**config.mk**
```make
export PLATFORM = sky130hd
export DESIGN_NAME = icache_refill_unit
export DESIGN_NICKNAME = d
export VERILOG_FILES = /design/src/rtl/icache_refill_unit.sv
export SDC_FILE = /design/constraint.sdc
export NUM_CORES = 1
export LEC_CHECK = 0
export CAP_MARGIN = 10
export CORE_ASPECT_RATIO = 0.7
export CORE_MARGIN = 5
export CORE_UTILIZATION = 50
export CTS_BUF_LIST = sky130_fd_sc_hd__clkbuf_4 sky130_fd_sc_hd__clkbuf_8 sky130_fd_sc_hd__clkbuf_16
export DETAILED_ROUTE_END_ITERATION = 8
export HOLD_SLACK_MARGIN = 0.02
export PLACE_DENSITY_LB_ADDON = 0.25
export SLEW_MARGIN = 30
export SYNTH_ARGS = -nofsm -noshare
export SYNTH_HDL_FRONTEND = slang
export SYNTH_SLANG_ARGS = --single-unit
```
**constraint.sdc**
```tcl
create_clock -name clk -period 15.2 [get_ports clk]
set_input_delay 2.28 -clock clk [delete_from_list [all_inputs] [get_ports clk]]
set_output_delay 2.28 -clock clk [all_outputs]
set_load 0.005 [all_outputs]
```
**src/rtl/icache_refill_unit.sv**
```systemverilog
`default_nettype none
// ============================================================================
// Module   : icache_refill_unit
// Purpose  : Instruction-cache line refill engine. It fetches one line as
//            LINE_WORDS single-word reads on a req/gnt/rvalid bus and returns
//            it with a one-cycle line_ready pulse. It can be aborted on a
//            pipeline flush.
// Options  : ICACHE_REFILL_CWF_EN enables critical-word-first beat ordering.
// Revision : 1.0 - initial release
// ============================================================================
module icache_refill_unit #(
    parameter int ADDR_W     = 32,
    parameter int DATA_W     = 32,
    parameter int LINE_WORDS = 4
) (
    input  logic                         clk,
    input  logic                         rst,
    input  logic                         req_valid,
    input  logic [ADDR_W-1:0]            req_addr,
    input  logic                         abort,
    output logic                         line_ready,
    output logic [DATA_W*LINE_WORDS-1:0] line_data,
    output logic                         busy,
    output logic                         rd_req,
    output logic [ADDR_W-1:0]            rd_addr,
    input  logic                         rd_gnt,
    input  logic                         rd_rvalid,
    input  logic [DATA_W-1:0]            rd_rdata
);

    localparam int IDX_W = $clog2(LINE_WORDS);
    localparam int OFF_W = IDX_W + 2;
    localparam logic [IDX_W-1:0] LAST_BEAT = IDX_W'(LINE_WORDS - 1);

    typedef enum logic [2:0] {
        IDLE  = 3'd0,
        ADDR  = 3'd1,
        DATA  = 3'd2,
        DONE  = 3'd3,
        DRAIN = 3'd4
    } state_t;

    state_t                         state_q, state_d;
    logic [ADDR_W-1:0]              base_q, base_d;
    logic [IDX_W-1:0]               idx_q, idx_d;
    logic [IDX_W-1:0]               cnt_q, cnt_d;
    logic [DATA_W*LINE_WORDS-1:0]   line_q, line_d;
    logic [IDX_W-1:0]               start_idx;
    logic                           unused_addr_bits;

`ifdef ICACHE_REFILL_CWF_EN
    assign start_idx = req_addr[OFF_W-1:2];
`else
    assign start_idx = '0;
`endif
    // Offset bits only select the start word (if at all); the line base ignores them.
    assign unused_addr_bits = ^req_addr[OFF_W-1:0];

    always_ff @(posedge clk or posedge rst) begin
        if (rst) begin
            state_q <= IDLE;
            base_q  <= '0;
            idx_q   <= '0;
            cnt_q   <= '0;
            line_q  <= '0;
        end else begin
            state_q <= state_d;
            base_q  <= base_d;
            idx_q   <= idx_d;
            cnt_q   <= cnt_d;
            line_q  <= line_d;
        end
    end

    always_comb begin
        state_d    = state_q;
        base_d     = base_q;
        idx_d      = idx_q;
        cnt_d      = cnt_q;
        line_d     = line_q;
        rd_req     = 1'b0;
        rd_addr    = '0;
        line_ready = 1'b0;
        case (state_q)
            IDLE: begin
                if (req_valid && !abort) begin
                    base_d  = {req_addr[ADDR_W-1:OFF_W], {OFF_W{1'b0}}};
                    idx_d   = start_idx;
                    cnt_d   = '0;
                    state_d = ADDR;
                end
            end
            ADDR: begin
                rd_req  = 1'b1;
                rd_addr = base_q | (ADDR_W'(idx_q) << 2);
                if (rd_gnt) begin
                    // A granted read must still have its data consumed.
                    state_d = abort ? DRAIN : DATA;
                end else if (abort) begin
                    state_d = IDLE;
                end
            end
            DATA: begin
                if (rd_rvalid) begin
                    if (abort) begin
                        state_d = IDLE;
                    end else begin
                        for (int k = 0; k < LINE_WORDS; k++) begin
                            if (idx_q == IDX_W'(k)) begin
                                line_d[k*DATA_W +: DATA_W] = rd_rdata;
                            end
                        end
                        idx_d   = idx_q + 1'b1;
                        cnt_d   = cnt_q + 1'b1;
                        state_d = (cnt_q == LAST_BEAT) ? DONE : ADDR;
                    end
                end else if (abort) begin
                    state_d = DRAIN;
                end
            end
            DONE: begin
                line_ready = !abort;
                state_d    = IDLE;
            end
            DRAIN: begin
                if (rd_rvalid) begin
                    state_d = IDLE;
                end
            end
            default: state_d = IDLE;
        endcase
    end

    assign line_data = line_q;
    assign busy      = (state_q != IDLE);

endmodule
`default_nettype wire

```
* After elaboration in Yosys (flattened, before gate mapping)
Index checks and enable logic that the tools add are counted.
Word-level totals: register bits 163, output and inout bits 163
Operators by class: add/sub/neg operators 2, equality and inequality tests 14, muxes and demuxes 20, bitwise gates (word level) 2, reduce and logical (&&, ||, !) cells 13
Operators with widths (number):
- 32-bit two-way mux | 1
- 32-bit by 4-bit OR with 32-bit output | 1
- 4-bit AND reduction | 6
- 3-bit two-way mux | 7
- 2-bit two-way mux | 7
- 3-bit one-hot mux with 4 select lines | 1
- 2-bit != test (second input constant) | 4
- 2-bit one-hot mux with 2 select lines | 2
- 2-bit == test (second input constant) | 3
- 3-bit by 2-bit == test with 1-bit output (second input constant) | 2
- 3-bit != test (second input constant) | 2
- 2-bit by 1-bit adder with 2-bit output (second input constant) | 2
- 3-bit by 1-bit == test with 1-bit output (second input constant) | 1
- 3-bit == test (second input constant) | 1
- 3-bit logical NOT | 1
- 3-bit nonzero test | 1
- 2-bit by 1-bit == test with 1-bit output (second input constant) | 1
- 2-bit logical NOT | 1
- 1-bit two-way mux | 2
- 2-bit AND reduction | 1
- 2-bit nonzero test | 1
- 1-bit logical AND | 1
- 1-bit logical NOT | 1
- 1-bit inverter | 1

* Depth between registers and ports, before layout
depth in word-level cells 5, gate-level depth with buffers 6, gate-level depth less buffers 4

* Worst setup path before layout
Ideal clock, no wire load.
path kind in2out, from input abort, to output line_ready, arrival time 2.662 ns, required time 12.920 ns, slack 10.258 ns, stages 2, path buffers 1, cells stage by stage buf_2 -> nor3_1
Between the ends: cells in the longest elaborated chain, start to end 2
RTL lines:
- from (decl) | RTL line 20 | input logic abort,
- 1-bit logical NOT | RTL line 122 | line_ready = !abort;
- 1-bit two-way mux | RTL line 84 | case (state_q)
- to (decl) | RTL line 21 | output logic line_ready,
Every way passes these cells.

* Worst setup path after layout
Same ends and word-level chain as after synthesis.

==> flow_metrics.env <==
export IMPL_mostFrequentLayoutCells="clkdlybuf4s50_1, dfrtp_1, mux2_4"
export IMPL_ctsResizeCount=0
export IMPL_period_minus_slack_ps=6004
export IMPL_die_width_um=153.1
export IMPL_grt_pass1_vias=4651
export IMPL_max_stage_delay_ps=610
export IMPL_cts_buffer_depth=2
export IMPL_synth_top_area_share_pct=56.93
export IMPL_use_met3_pct=7.062
export IMPL_crit_path_frequent_cell="clkdlybuf4s50_1"
export IMPL_yosysWarnings=0
export IMPL_via_count=4214
export IMPL_clock_sinks=163
export IMPL_busiest_layer="met2"
export IMPL_die_h_um=110.2
export IMPL_drc=0
export IMPL_hold_viol_final=0
export IMPL_avgSynthCellArea_um2=17.14
export IMPL_slew_headroom_pct=51.26
export IMPL_cts_tree="done"
export IMPL_drv_slew=0
export IMPL_p_comb_share_pct=19.3
export IMPL_crit_fanout=8
export IMPL_worst_hold_slack_ps=484.6
export IMPL_worst_pin_slew_ps=731.1
export IMPL_path_cells="clkdlybuf4s50_1 -> nor3_1 -> clkdlybuf4s50_1"
export IMPL_cts_buffers_inserted=17
export IMPL_ys_types=33
export IMPL_setup_viol_count_final=0
export IMPL_status="completed"
export IMPL_ctsHoldBuffers=0
export IMPL_yosysTopAreaCell="dfrtp_1"
export IMPL_port_buffers=226
export IMPL_syn_area_mm2=0.007164
export IMPL_cts_root_buf="clkbuf_16"
export IMPL_ys_ff_latch=163
export IMPL_routabilityCongestion=0.7685
export IMPL_setup_worst_path_class="input port to output pin"
export IMPL_track_usage_pct=19.80
export IMPL_cp_slowest_cell="clkdlybuf4s50_1"
export IMPL_use_met1_pct=26.71
export IMPL_crit_arrival_ps=3720
export IMPL_fp_row_count=36
export IMPL_post_route_period_util_pct=39.50
export IMPL_maxCapViolations=0
export IMPL_nets=720
export IMPL_nFillCells=902
export IMPL_intPower_uw=908.1
export IMPL_coreArea_mm2=0.01396
export IMPL_grt_overflow_total=0
export IMPL_drive_gt1_share_pct=31.31
export IMPL_grt_start_max_net_pins=105
export IMPL_crit_buf_inv=2
export IMPL_p_leak_nw=4.466
export IMPL_max_freq_mhz=166.6
export IMPL_drt_iter0_drc=156
export IMPL_skew_ps=11.08
export IMPL_switching_share_pct=23.81
export IMPL_dr_pass1_iters=4
export IMPL_mostFrequentLayoutCell="clkdlybuf4s50_1"
export IMPL_ir_drop_mv=0.06600
export IMPL_avgViaCountPerCell=4.969
export IMPL_initial_core_util_pct=51.31
export IMPL_share_seq_of_total_power_pct=44.4
export IMPL_fin_tns_setup_ps=0
export IMPL_ant_nets=0
export IMPL_crit_required_ps=12920
export IMPL_p_per_area_mw_per_mm2=119.3
export IMPL_die_area_mm2=0.01686
export IMPL_syn_inst=418
export IMPL_grtUsageMet2_pct=30.84
export IMPL_grt_antenna_before_repair=0
export IMPL_finalWirelength_um=16650
export IMPL_htreeDepth=4
export IMPL_grt_pass1_wl_um=26140
export IMPL_antenna_cells=0
export IMPL_p_clk_share_pct=36.3
export IMPL_start_kind="input port"
export IMPL_regToRegSetupSlack_ps=12640
export IMPL_switching_power_uw=283.8
export IMPL_yosysSeqAreaShare_pct=56.93
export IMPL_ios=233
export IMPL_hpwl_um=11610
export IMPL_cts_setup_buffers=0
export IMPL_grt_setup_unrepaired="false"
export IMPL_syn_to_final_growth_pct=39.42
export IMPL_wire_per_inst_um=19.63
export IMPL_critical_path_top_delay_family="buffers and inverters"
export IMPL_min_path_type="flip-flop to flip-flop"
export IMPL_end_kind="output pin"
export IMPL_synth_area_leaders="dfrtp_1, mux2_4, mux2_2, buf_12, and2_1"
export IMPL_worstSkewPairLatency_ps=410
export IMPL_clkTransAtPathRegs_ps=70
==> kinds of logic (layout without fill, tap and decap cells) <==
family,after synthesis,count (layout),share of synthesized area (%)
AND/OR/NAND/NOR,52,52,4.925
buffers and inverters,30,269,5.117
other,1,2,0.05234
multiplexers,158,158,31.09
AO/OA/AOI/OAI,9,9,1.013
flip-flops,163,163,56.93
adder cells (fa/ha/maj),5,5,0.8732
==> cells in the mapped netlist <==
cell       instances
nand3b_1           1
or3_2              1
nand3_1            2
nor3_1             1
mux2_2            35
nand2b_4           1
buf_12            12
mux2i_1            2
and3_1             4
ha_1               5
a2111oi_4          1
nor3b_4            1
and3b_2            1
nor4_4             1
buf_6              6
nor3b_1            1
dfrtp_1          163
and4b_1            1
buf_4              3
and2_1            30
mux2_1             1
o31ai_1            1
clkbuf_1           3
nor2b_1            1
conb_1             1
nand2_1            4
o21ai_0            2
buf_2              2
a21o_1             1
a21oi_1            4
mux2_4           120
inv_1              4
nor2_1             2
==> flip-flops by register name (all words and copies together) (netlist names) <==
register   count
line_data    128
base_q        28
state_q        3
cnt_q          2
idx_q          2
==> final cells by class <==
| cell class | instances | area, um2 | share of cell area, % |
|---|---|---|---|
| flip-flops and latches | 163 | 4079 | 40.84 |
| clock inverters | 12 | 147.6 | 1.478 |
| clock buffers | 20 | 454.2 | 4.547 |
| inverters | 4 | 22.52 | 0.2255 |
| repair buffers | 233 | 2315 | 23.17 |
| well taps | 190 | 237.7 | 2.380 |
| multi-input cells | 226 | 2733 | 27.36 |
==> layer usage <==
layer	part of all wire [%]	up-vias
met5	0	-
met4	1.2	0
met3	7.7	16
met2	46	155
met1	45	2134
li1	-	1909
==> power by group through the flow <==
stage          logic [mW]  clock network (mW)  registers, mW
2_1_floorplan       0.103                   0          0.530
3_3_place_gp        0.228                   0          0.533
3_5_place_dp        0.233                   0          0.535
4_1_cts             0.234               0.441          0.529
5_1_grt             0.247               0.462          0.536
6_report            0.230               0.433          0.529
==> worst paths after layout <==
check                                       start                       end  depth (start not counted)
max in group asynchronous                     rst    state_q[2]$_DFFE_PP0P_                          3
hold reg to reg            base_q[14]$_DFFE_PP0P_    base_q[14]$_DFFE_PP0P_                          1
setup / recovery                            abort                line_ready                          3
min in group asynchronous                     rst     base_q[8]$_DFFE_PP0P_                          2
setup reg to reg           state_q[0]$_DFFE_PP0P_  line_data[6]$_DFFE_PP0P_                          4
hold / removal             base_q[14]$_DFFE_PP0P_    base_q[14]$_DFFE_PP0P_                          1
==> metrics by stage <==
step                      std cells  utilization, %  setup slack [ps]  total power, mW  instance area, um2
after floorplan                 419               -              8515           0.6322                7168
after global placement          816           67.20              9235           0.7609                9384
after detailed placement        816           67.20              9212           0.7679                9384
after CTS                       848           71.51              9188            1.204                9986
after global routing            848           71.53              9124            1.245                9988
final                           848           71.53              9196            1.192                9988
No activity file was read; power rests on OpenSTA's default activity.
